**config.mk**
```make
export PLATFORM = sky130hd
export DESIGN_NAME = dmem_arbiter_flat
export DESIGN_NICKNAME = d
export VERILOG_FILES = /design/src/rtl/dmem_arbiter_if.sv /design/src/rtl/dmem_arbiter.sv /design/src/flat_wrapper.sv
export SDC_FILE = /design/constraint.sdc
export NUM_CORES = 1
export LEC_CHECK = 0
export ABC_AREA = 1
export BUFFER_PORTS_ARGS = -buffer_cell sky130_fd_sc_hd__buf_2
export CAP_MARGIN = 20
export CORE_MARGIN = 2
export CORE_UTILIZATION = 60
export CTS_CLUSTER_DIAMETER = 100
export DETAILED_ROUTE_END_ITERATION = 8
export PLACE_DENSITY = 0.84
export SYNTH_ARGS = -nofsm -noshare
export SYNTH_HDL_FRONTEND = slang
export SYNTH_SLANG_ARGS = --single-unit
```
**constraint.sdc**
```tcl
create_clock -name clock -period 14.45 [get_ports clock]
set_input_delay 1.445 -clock clock [delete_from_list [all_inputs] [get_ports clock]]
set_output_delay 1.445 -clock clock [all_outputs]
set_load 0.02 [all_outputs]
```
**src/rtl/dmem_arbiter_if.sv**
```systemverilog
// dmem_arbiter_if: CPU, camera and RAM signals of the data-memory arbiter
interface dmem_arbiter_if #(
  parameter int ADDR_W = 32,
  parameter int DATA_W = 32,
  parameter int FIFO_DEPTH = 4
);
  localparam int CW = $clog2(FIFO_DEPTH) + 1;
  logic cpu_re;
  logic cpu_we;
  logic [ADDR_W-1:0] cpu_addr;
  logic [DATA_W-1:0] cpu_wdata;
  logic [DATA_W-1:0] cpu_rdata;
  logic cpu_stall;
  logic cam_valid;
  logic cam_ready;
  logic [ADDR_W-1:0] cam_addr;
  logic [DATA_W-1:0] cam_data;
  logic mem_we;
  logic [ADDR_W-1:0] mem_addr;
  logic [DATA_W-1:0] mem_wdata;
  logic [DATA_W-1:0] mem_rdata;
  logic [CW-1:0] fifo_count;
  logic drain_active;
  modport master (
    output cpu_re, cpu_we, cpu_addr, cpu_wdata, cam_valid, cam_addr, cam_data, mem_rdata,
    input cpu_rdata, cpu_stall, cam_ready, mem_we, mem_addr, mem_wdata, fifo_count, drain_active
  );
  modport slave (
    input cpu_re, cpu_we, cpu_addr, cpu_wdata, cam_valid, cam_addr, cam_data, mem_rdata,
    output cpu_rdata, cpu_stall, cam_ready, mem_we, mem_addr, mem_wdata, fifo_count, drain_active
  );
endinterface

```
**src/rtl/dmem_arbiter.sv**
```systemverilog
// dmem_arbiter: shares the data RAM between the CPU memory stage and a buffered camera writer
module dmem_arbiter #(
  parameter int ADDR_W = 32,
  parameter int DATA_W = 32,
  parameter int FIFO_DEPTH = 4,
  parameter int STARVE_LIMIT = 8
) (
  input logic clock,
  input logic reset,
  dmem_arbiter_if.slave bus
);
  localparam int AW = $clog2(FIFO_DEPTH);
  localparam int CW = AW + 1;
  localparam int SW = $clog2(STARVE_LIMIT + 1);
  localparam logic [0:0] NORMAL = 1'b0;
  localparam logic [0:0] DRAIN = 1'b1;
  logic [0:0] state;
  logic [ADDR_W-1:0] fifo_addr [FIFO_DEPTH];
  logic [DATA_W-1:0] fifo_data [FIFO_DEPTH];
  logic [AW-1:0] wr_ptr;
  logic [AW-1:0] rd_ptr;
  logic [CW-1:0] count;
  logic [SW-1:0] starve;
  logic [ADDR_W-1:0] last_addr;
  logic [DATA_W-1:0] last_wdata;
  logic rd_pending;
  logic cpu_req;
  logic nonempty;
  logic full;
  logic push;
  logic cam_grant;
  logic cpu_grant;
  logic to_drain;
  logic to_normal;
  // arbitration: CPU wins in NORMAL, camera owns the RAM in DRAIN; everything is gated off in reset
  always_comb begin
    cpu_req = bus.cpu_re | bus.cpu_we;
    nonempty = count != '0;
    full = count == CW'(FIFO_DEPTH);
    bus.cam_ready = reset && !full;
    push = bus.cam_valid && bus.cam_ready;
    cam_grant = reset && nonempty && (state == DRAIN || !cpu_req);
    cpu_grant = reset && state == NORMAL && cpu_req;
    bus.cpu_stall = reset && state == DRAIN && cpu_req;
    bus.mem_we = cam_grant || (cpu_grant && bus.cpu_we);
    bus.mem_addr = cam_grant ? fifo_addr[rd_ptr] : cpu_grant ? bus.cpu_addr : last_addr;
    bus.mem_wdata = cam_grant ? fifo_data[rd_ptr] : cpu_grant ? bus.cpu_wdata : last_wdata;
    to_drain = full || (starve >= SW'(STARVE_LIMIT - 1) && !cam_grant);
    to_normal = (count - CW'(1)) <= CW'(FIFO_DEPTH / 2) && !push;
    bus.fifo_count = count;
    bus.drain_active = state == DRAIN;
  end
  // FIFO payload storage, written at the tail; contents need no reset
  always_ff @(posedge clock) begin
    if (push) begin
      fifo_addr[wr_ptr] <= bus.cam_addr;
      fifo_data[wr_ptr] <= bus.cam_data;
    end
  end
  // occupancy, pointers, mode, starvation counter and the idle-cycle address hold
  always_ff @(posedge clock) begin
    if (!reset) begin
      wr_ptr <= '0;
      rd_ptr <= '0;
      count <= '0;
      state <= NORMAL;
      starve <= '0;
      last_addr <= '0;
      last_wdata <= '0;
    end else begin
      wr_ptr <= wr_ptr + AW'(push);
      rd_ptr <= rd_ptr + AW'(cam_grant);
      count <= count + CW'(push) - CW'(cam_grant);
      state <= state == NORMAL ? (to_drain ? DRAIN : NORMAL) : (to_normal ? NORMAL : DRAIN);
      starve <= (!nonempty || cam_grant) ? '0 : starve == SW'(STARVE_LIMIT) ? starve : starve + SW'(1);
      last_addr <= bus.mem_addr;
      last_wdata <= bus.mem_wdata;
    end
  end
  // read return: RAM data arrives the cycle after a granted read and is captured then
  always_ff @(posedge clock) begin
    if (!reset) begin
      rd_pending <= 1'b0;
      bus.cpu_rdata <= '0;
    end else begin
      rd_pending <= cpu_grant && bus.cpu_re;
      if (rd_pending) bus.cpu_rdata <= bus.mem_rdata;
    end
  end
endmodule
```
**src/flat_wrapper.sv**
```systemverilog
// flat-port wrapper written by rule: the top's interface ports become plain ports
module dmem_arbiter_flat 
#(
  parameter int ADDR_W = 32,
  parameter int DATA_W = 32,
  parameter int FIFO_DEPTH = 4,
  parameter int STARVE_LIMIT = 8
)
  (clock, reset, bus_cpu_re, bus_cpu_we, bus_cpu_addr, bus_cpu_wdata, bus_cam_valid, bus_cam_addr, bus_cam_data, bus_mem_rdata, bus_cpu_rdata, bus_cpu_stall, bus_cam_ready, bus_mem_we, bus_mem_addr, bus_mem_wdata, bus_fifo_count, bus_drain_active);
  dmem_arbiter_if #(.ADDR_W(ADDR_W), .DATA_W(DATA_W), .FIFO_DEPTH(FIFO_DEPTH)) bus_i ();
  input logic clock;
  input logic reset;
  input wire logic [$bits(bus_i.cpu_re)-1:0] bus_cpu_re;
  input wire logic [$bits(bus_i.cpu_we)-1:0] bus_cpu_we;
  input wire logic [$bits(bus_i.cpu_addr)-1:0] bus_cpu_addr;
  input wire logic [$bits(bus_i.cpu_wdata)-1:0] bus_cpu_wdata;
  input wire logic [$bits(bus_i.cam_valid)-1:0] bus_cam_valid;
  input wire logic [$bits(bus_i.cam_addr)-1:0] bus_cam_addr;
  input wire logic [$bits(bus_i.cam_data)-1:0] bus_cam_data;
  input wire logic [$bits(bus_i.mem_rdata)-1:0] bus_mem_rdata;
  output wire logic [$bits(bus_i.cpu_rdata)-1:0] bus_cpu_rdata;
  output wire logic [$bits(bus_i.cpu_stall)-1:0] bus_cpu_stall;
  output wire logic [$bits(bus_i.cam_ready)-1:0] bus_cam_ready;
  output wire logic [$bits(bus_i.mem_we)-1:0] bus_mem_we;
  output wire logic [$bits(bus_i.mem_addr)-1:0] bus_mem_addr;
  output wire logic [$bits(bus_i.mem_wdata)-1:0] bus_mem_wdata;
  output wire logic [$bits(bus_i.fifo_count)-1:0] bus_fifo_count;
  output wire logic [$bits(bus_i.drain_active)-1:0] bus_drain_active;
  assign bus_i.cpu_re = bus_cpu_re;
  assign bus_i.cpu_we = bus_cpu_we;
  assign bus_i.cpu_addr = bus_cpu_addr;
  assign bus_i.cpu_wdata = bus_cpu_wdata;
  assign bus_i.cam_valid = bus_cam_valid;
  assign bus_i.cam_addr = bus_cam_addr;
  assign bus_i.cam_data = bus_cam_data;
  assign bus_i.mem_rdata = bus_mem_rdata;
  assign bus_cpu_rdata = bus_i.cpu_rdata;
  assign bus_cpu_stall = bus_i.cpu_stall;
  assign bus_cam_ready = bus_i.cam_ready;
  assign bus_mem_we = bus_i.mem_we;
  assign bus_mem_addr = bus_i.mem_addr;
  assign bus_mem_wdata = bus_i.mem_wdata;
  assign bus_fifo_count = bus_i.fifo_count;
  assign bus_drain_active = bus_i.drain_active;
  dmem_arbiter #(.ADDR_W(ADDR_W), .DATA_W(DATA_W), .FIFO_DEPTH(FIFO_DEPTH), .STARVE_LIMIT(STARVE_LIMIT)) u_core (.clock(clock), .reset(reset), .bus(bus_i));
endmodule
```
==> metrics.txt <==
# TYPE chip_impl_metric gauge
chip_impl_metric{name="vias",unit=""} 12500
chip_impl_metric{name="final_min_period_over_clock_period",unit="%"} 38.9
chip_impl_metric{name="cp.arrival",unit="ns"} 4.18
chip_impl_metric{name="timing.critical_path.fanout_max",unit=""} 69
chip_impl_metric{name="drt-met1-wl",unit="um"} 14600
chip_impl_metric{name="grt_max_degree",unit=""} 77
chip_impl_metric{name="worstSetupPathDepth",unit=""} 9
chip_impl_metric{name="finalInstanceArea",unit="um^2"} 19000
chip_impl_info{name="ys_top_cells_by_area",value="edfxtp_1, dfxtp_1, nand2_1"} 1
chip_impl_metric{name="fp.dieArea",unit="um^2"} 28300
chip_impl_metric{name="drc_errors",unit=""} 0
chip_impl_info{name="setup.worst_path.start_class",value="input port"} 1
chip_impl_metric{name="fin_hold_ws",unit="ns"} 0.496
chip_impl_metric{name="setup.reg_to_reg.worst_slack",unit="ns"} 10.88
chip_impl_info{name="regToRegStartpoint",value="u_core.bus.fifo_count[1]$_SDFF_PN0_"} 1
chip_impl_metric{name="globalplace.congestion",unit=""} 0.785
chip_impl_metric{name="die_w",unit="um"} 168
chip_impl_info{name="highest_routed_metal_layer",value="met5"} 1
chip_impl_metric{name="clock.fmax",unit="MHz"} 178
chip_impl_metric{name="leakagePower",unit="nW"} 9.16
chip_impl_metric{name="antenna_found_initial",unit=""} 7
chip_impl_info{name="worstHoldPathType",value="register to register"} 1
chip_impl_metric{name="p_per_area",unit="nW/um^2"} 160
chip_impl_metric{name="met2_wl_post_dr",unit="um"} 18900
chip_impl_metric{name="share_of_cells_above_drive_strength_1",unit="%"} 18.8
chip_impl_metric{name="reg2reg_depth",unit=""} 12
chip_impl_metric{name="number_of_global_route_vias_before_repair",unit=""} 12400
chip_impl_metric{name="postCtsHoldBufs",unit=""} 0
chip_impl_metric{name="syn_avg_cell_area",unit="um^2"} 8.98
chip_impl_metric{name="synth_warnings",unit=""} 0
chip_impl_metric{name="grtUsageTotal",unit="%"} 26.0
chip_impl_metric{name="min_delay_path_depth",unit=""} 2
chip_impl_metric{name="postSynthNetCount",unit=""} 1976
chip_impl_metric{name="cpPeakStageDelay",unit="ns"} 0.64
chip_impl_metric{name="drv_slew",unit=""} 0
chip_impl_metric{name="rows",unit=""} 60
chip_impl_info{name="hold_end",value="u_core.bus.cpu_rdata[15]$_SDFFE_PN0P_"} 1
chip_impl_metric{name="worstPathBufferInverterCount",unit=""} 5
chip_impl_metric{name="setup_viol",unit=""} 0
chip_impl_metric{name="clock_sink_count",unit=""} 365
chip_impl_metric{name="final_core_utilization",unit="%"} 71.2
chip_impl_metric{name="start_util",unit="%"} 60.5
chip_impl_metric{name="ys_types",unit=""} 27
chip_impl_metric{name="max-vdd-ir-drop",unit="V"} 0.000122
chip_impl_metric{name="met3WireLength",unit="um"} 2470
chip_impl_metric{name="floorplan.io_pins",unit=""} 268
chip_impl_metric{name="floorplan.die.height",unit="um"} 168
chip_impl_metric{name="synth_seq_cells",unit=""} 365
chip_impl_info{name="end_of_the_worst_register_to_register_path",value="u_core.bus.fifo_count[2]$_SDFF_PN0_"} 1
chip_impl_info{name="critical_path.slowest_cell",value="buf_4"} 1
chip_impl_metric{name="clk-insertion-delay-late",unit="ns"} 0.51
chip_impl_metric{name="netlist_instances",unit=""} 1802
chip_impl_metric{name="dpl_cell_area",unit="um^2"} 17700
chip_impl_metric{name="synthesis.area",unit="um^2"} 16200
chip_impl_metric{name="clock-skew-final",unit="ns"} 0.0110
chip_impl_metric{name="max_cap_violations",unit=""} 0
chip_impl_metric{name="avgViaCountPerCell",unit=""} 5.20
chip_impl_metric{name="period_minus_slack",unit="ns"} 5.63
chip_impl_metric{name="drtIter0Drc",unit=""} 906
chip_impl_info{name="critical_path_class",value="input port to output pin"} 1
chip_impl_metric{name="setup-tns-final",unit="ns"} 0
chip_impl_info{name="result_of_the_run",value="completed"} 1
chip_impl_metric{name="cts_inserted_buffers",unit=""} 38
chip_impl_info{name="critical_path.top_delay_family",value="buffers and inverters"} 1
chip_impl_metric{name="worst-endpoint-required",unit="ns"} 13.01
chip_impl_info{name="netlist.top_cell.by_area",value="edfxtp_1"} 1
chip_impl_metric{name="routed_wl",unit="um"} 37100
chip_impl_info{name="cp_endpoint_kind",value="output pin"} 1
chip_impl_info{name="crit_chain",value="buf_2 > inv_2 > buf_4 > a21oi_2 > nand2_2 > buf_4 > nand3_1 > nand2_1 > buf_2"} 1
chip_impl_metric{name="tightest_slew",unit="ns"} 0.920
chip_impl_metric{name="global_route.overflow_total",unit=""} 0
chip_impl_metric{name="sequential_to_total_area_share_from_yosys_stat",unit="%"} 61.0
chip_impl_metric{name="cts_setup_buffers",unit=""} 0
chip_impl_metric{name="clkTransAtPathRegs",unit="ns"} 0.06
chip_impl_info{name="cts.root.buffer_cell",value="clkbuf_16"} 1
chip_impl_metric{name="fillerInstances",unit=""} 1934
chip_impl_info{name="startpoint",value="reset"} 1
chip_impl_metric{name="timing_hold_violations_final",unit=""} 0
chip_impl_metric{name="detailedRoute.firstPassIterationCount",unit=""} 5
chip_impl_metric{name="max_slew_headroom_at_the_worst_pin",unit="%"} 38.6
chip_impl_metric{name="first_pass_grt_wire_length",unit="um"} 58800
chip_impl_metric{name="post-synth-top-area-fraction",unit="%"} 47.5
chip_impl_metric{name="numPortBuffers",unit=""} 267
chip_impl_metric{name="hpwl_after_detailed_placement",unit="um"} 22900
chip_impl_info{name="tritoncts",value="built"} 1
chip_impl_info{name="hp-start",value="u_core.bus.cpu_rdata[15]$_SDFFE_PN0P_"} 1
chip_impl_metric{name="cts_buffer_depth",unit=""} 3
chip_impl_info{name="grt_setup_unrepaired",value="no"} 1
chip_impl_metric{name="routedWlPerCell",unit="um"} 15.4
chip_impl_metric{name="postRouteAntennaNets",unit=""} 0
chip_impl_metric{name="htree_levels",unit=""} 2
chip_impl_metric{name="postCtsResizedCells",unit=""} 0
chip_impl_metric{name="area_growth_syn_to_layout",unit="%"} 17.6
chip_impl_metric{name="num-nets-final",unit=""} 2207
chip_impl_metric{name="placeableCoreArea",unit="um^2"} 26700
## routing by layer
layer | track usage [%] | vias to the layer above
li1 | - | 6140
met1 | 30.6 | 5877
met2 | 47.7 | 413
met3 | 4.94 | 84
met4 | 9.03 | 6
met5 | 0 | -
## worst max-delay path by stage
stage / to
floorplan: u_core.fifo_addr[0][0]$_DFFE_PP_
global placement: bus_mem_addr[20]
detailed placement: bus_mem_addr[14]
CTS: bus_mem_addr[14]
global route: bus_mem_addr[14]
finish: bus_mem_addr[14]
## cells in the mapped netlist
master and n:
xnor2_1 1, o21ai_0 37, fa_1 1, nand3_1 194, nor2_1 73, dfxtp_1 109
clkbuf_1 42, nor2_2 1, a21oi_1 60, buf_2 43, a211oi_1 1, nor4_1 1
buf_1 7, ha_1 8, nand2_2 20, nor3_1 5, nand2_1 516, buf_6 3
edfxtp_1 256, or2_2 1, nand3b_1 64, nor2_4 1, o211ai_1 1, inv_2 2
inv_1 343, xor2_1 1, a21oi_2 11
## power breakdown
part | internal, mW | switching, mW | total, mW
combinational | 0.244 | 0.525 | 0.769
clock | 0.621 | 0.382 | 1.00
sequential | 1.22 | 0.0477 | 1.27
total | 2.08 | 0.955 | 3.04
## sequential cells by signal, indices dropped and copies added, names as in the netlist
signal / flops
u_core.fifo_addr: 128
u_core.fifo_data: 128
u_core.bus.cpu_rdata: 32
u_core.last_addr: 32
u_core.last_wdata: 32
u_core.starve: 4
u_core.bus.fifo_count: 3
u_core.rd_ptr: 2
u_core.wr_ptr: 2
u_core.bus.drain_active: 1
u_core.rd_pending: 1
## final cells by class
| class | instances | area (um^2) | share of cell area, % |
|---|---|---|---|
| inverter | 345 | 1300 | 6.82 |
| sequential | 365 | 9870 | 51.9 |
| timing repair buffer | 286 | 1480 | 7.80 |
| clock buffer | 58 | 1150 | 6.05 |
| multi-input combinational | 997 | 4610 | 24.2 |
| antenna | 6 | 15.0 | 0.0790 |
| clock inverter | 12 | 161 | 0.849 |
| tap | 341 | 427 | 2.24 |
## cells in the final DEF (no fill, tap or decap), drive strengths merged
| cell type | instances |
|---|---|
| a21oi | 71 |
| a211oi | 1 |
| nand2 | 536 |
| edfxtp | 256 |
| o21ai | 37 |
| buf | 286 |
| xor2 | 1 |
| clkinv | 7 |
| nand3b | 64 |
| nor3 | 5 |
| o211ai | 1 |
| dfxtp | 109 |
| xnor2 | 1 |
| diode | 6 |
| nor2 | 75 |
| nand3 | 194 |
| ha | 8 |
| nor4 | 1 |
| or2 | 1 |
| inv | 346 |
| bufinv | 4 |
| clkbuf | 58 |
| fa | 1 |
## cell families (layout without fill, tap and decap cells)
family                   Yosys count  in the layout  share of synthesized area [%]
adder cells (fa/ha/maj)            9              9                          0.743
other                              0              6                              0
AND/OR/NAND/NOR                  876            876                           23.8
XOR/XNOR                           2              2                          0.108
flip-flops                       365            365                           61.0
buffers and inverters            440            701                           10.7
AO/OA/AOI/OAI                    110            110                           3.69
## through the flow
step | power (mW) | setup WS (ns) | std cells
2_1_floorplan | 1.82 | 7.40 | 1802
3_3_place_gp | 2.03 | 8.83 | 2333
3_5_place_dp | 2.05 | 8.77 | 2334
4_1_cts | 3.06 | 8.71 | 2404
5_1_grt | 3.19 | 8.52 | 2407
6_report | 3.04 | 8.82 | 2410
## worst min-delay path, delay by kind of cell (launching register included)
| kind | cells | cell delay (ns) |
|---|---|---|
| and+or+nand+nor | 1 | 0.07 |
| DFF | 1 | 0.32 |
| AOI/OAI and AO/OA | 1 | 0.07 |
Note: power is estimated with default switching activity, not from simulation.
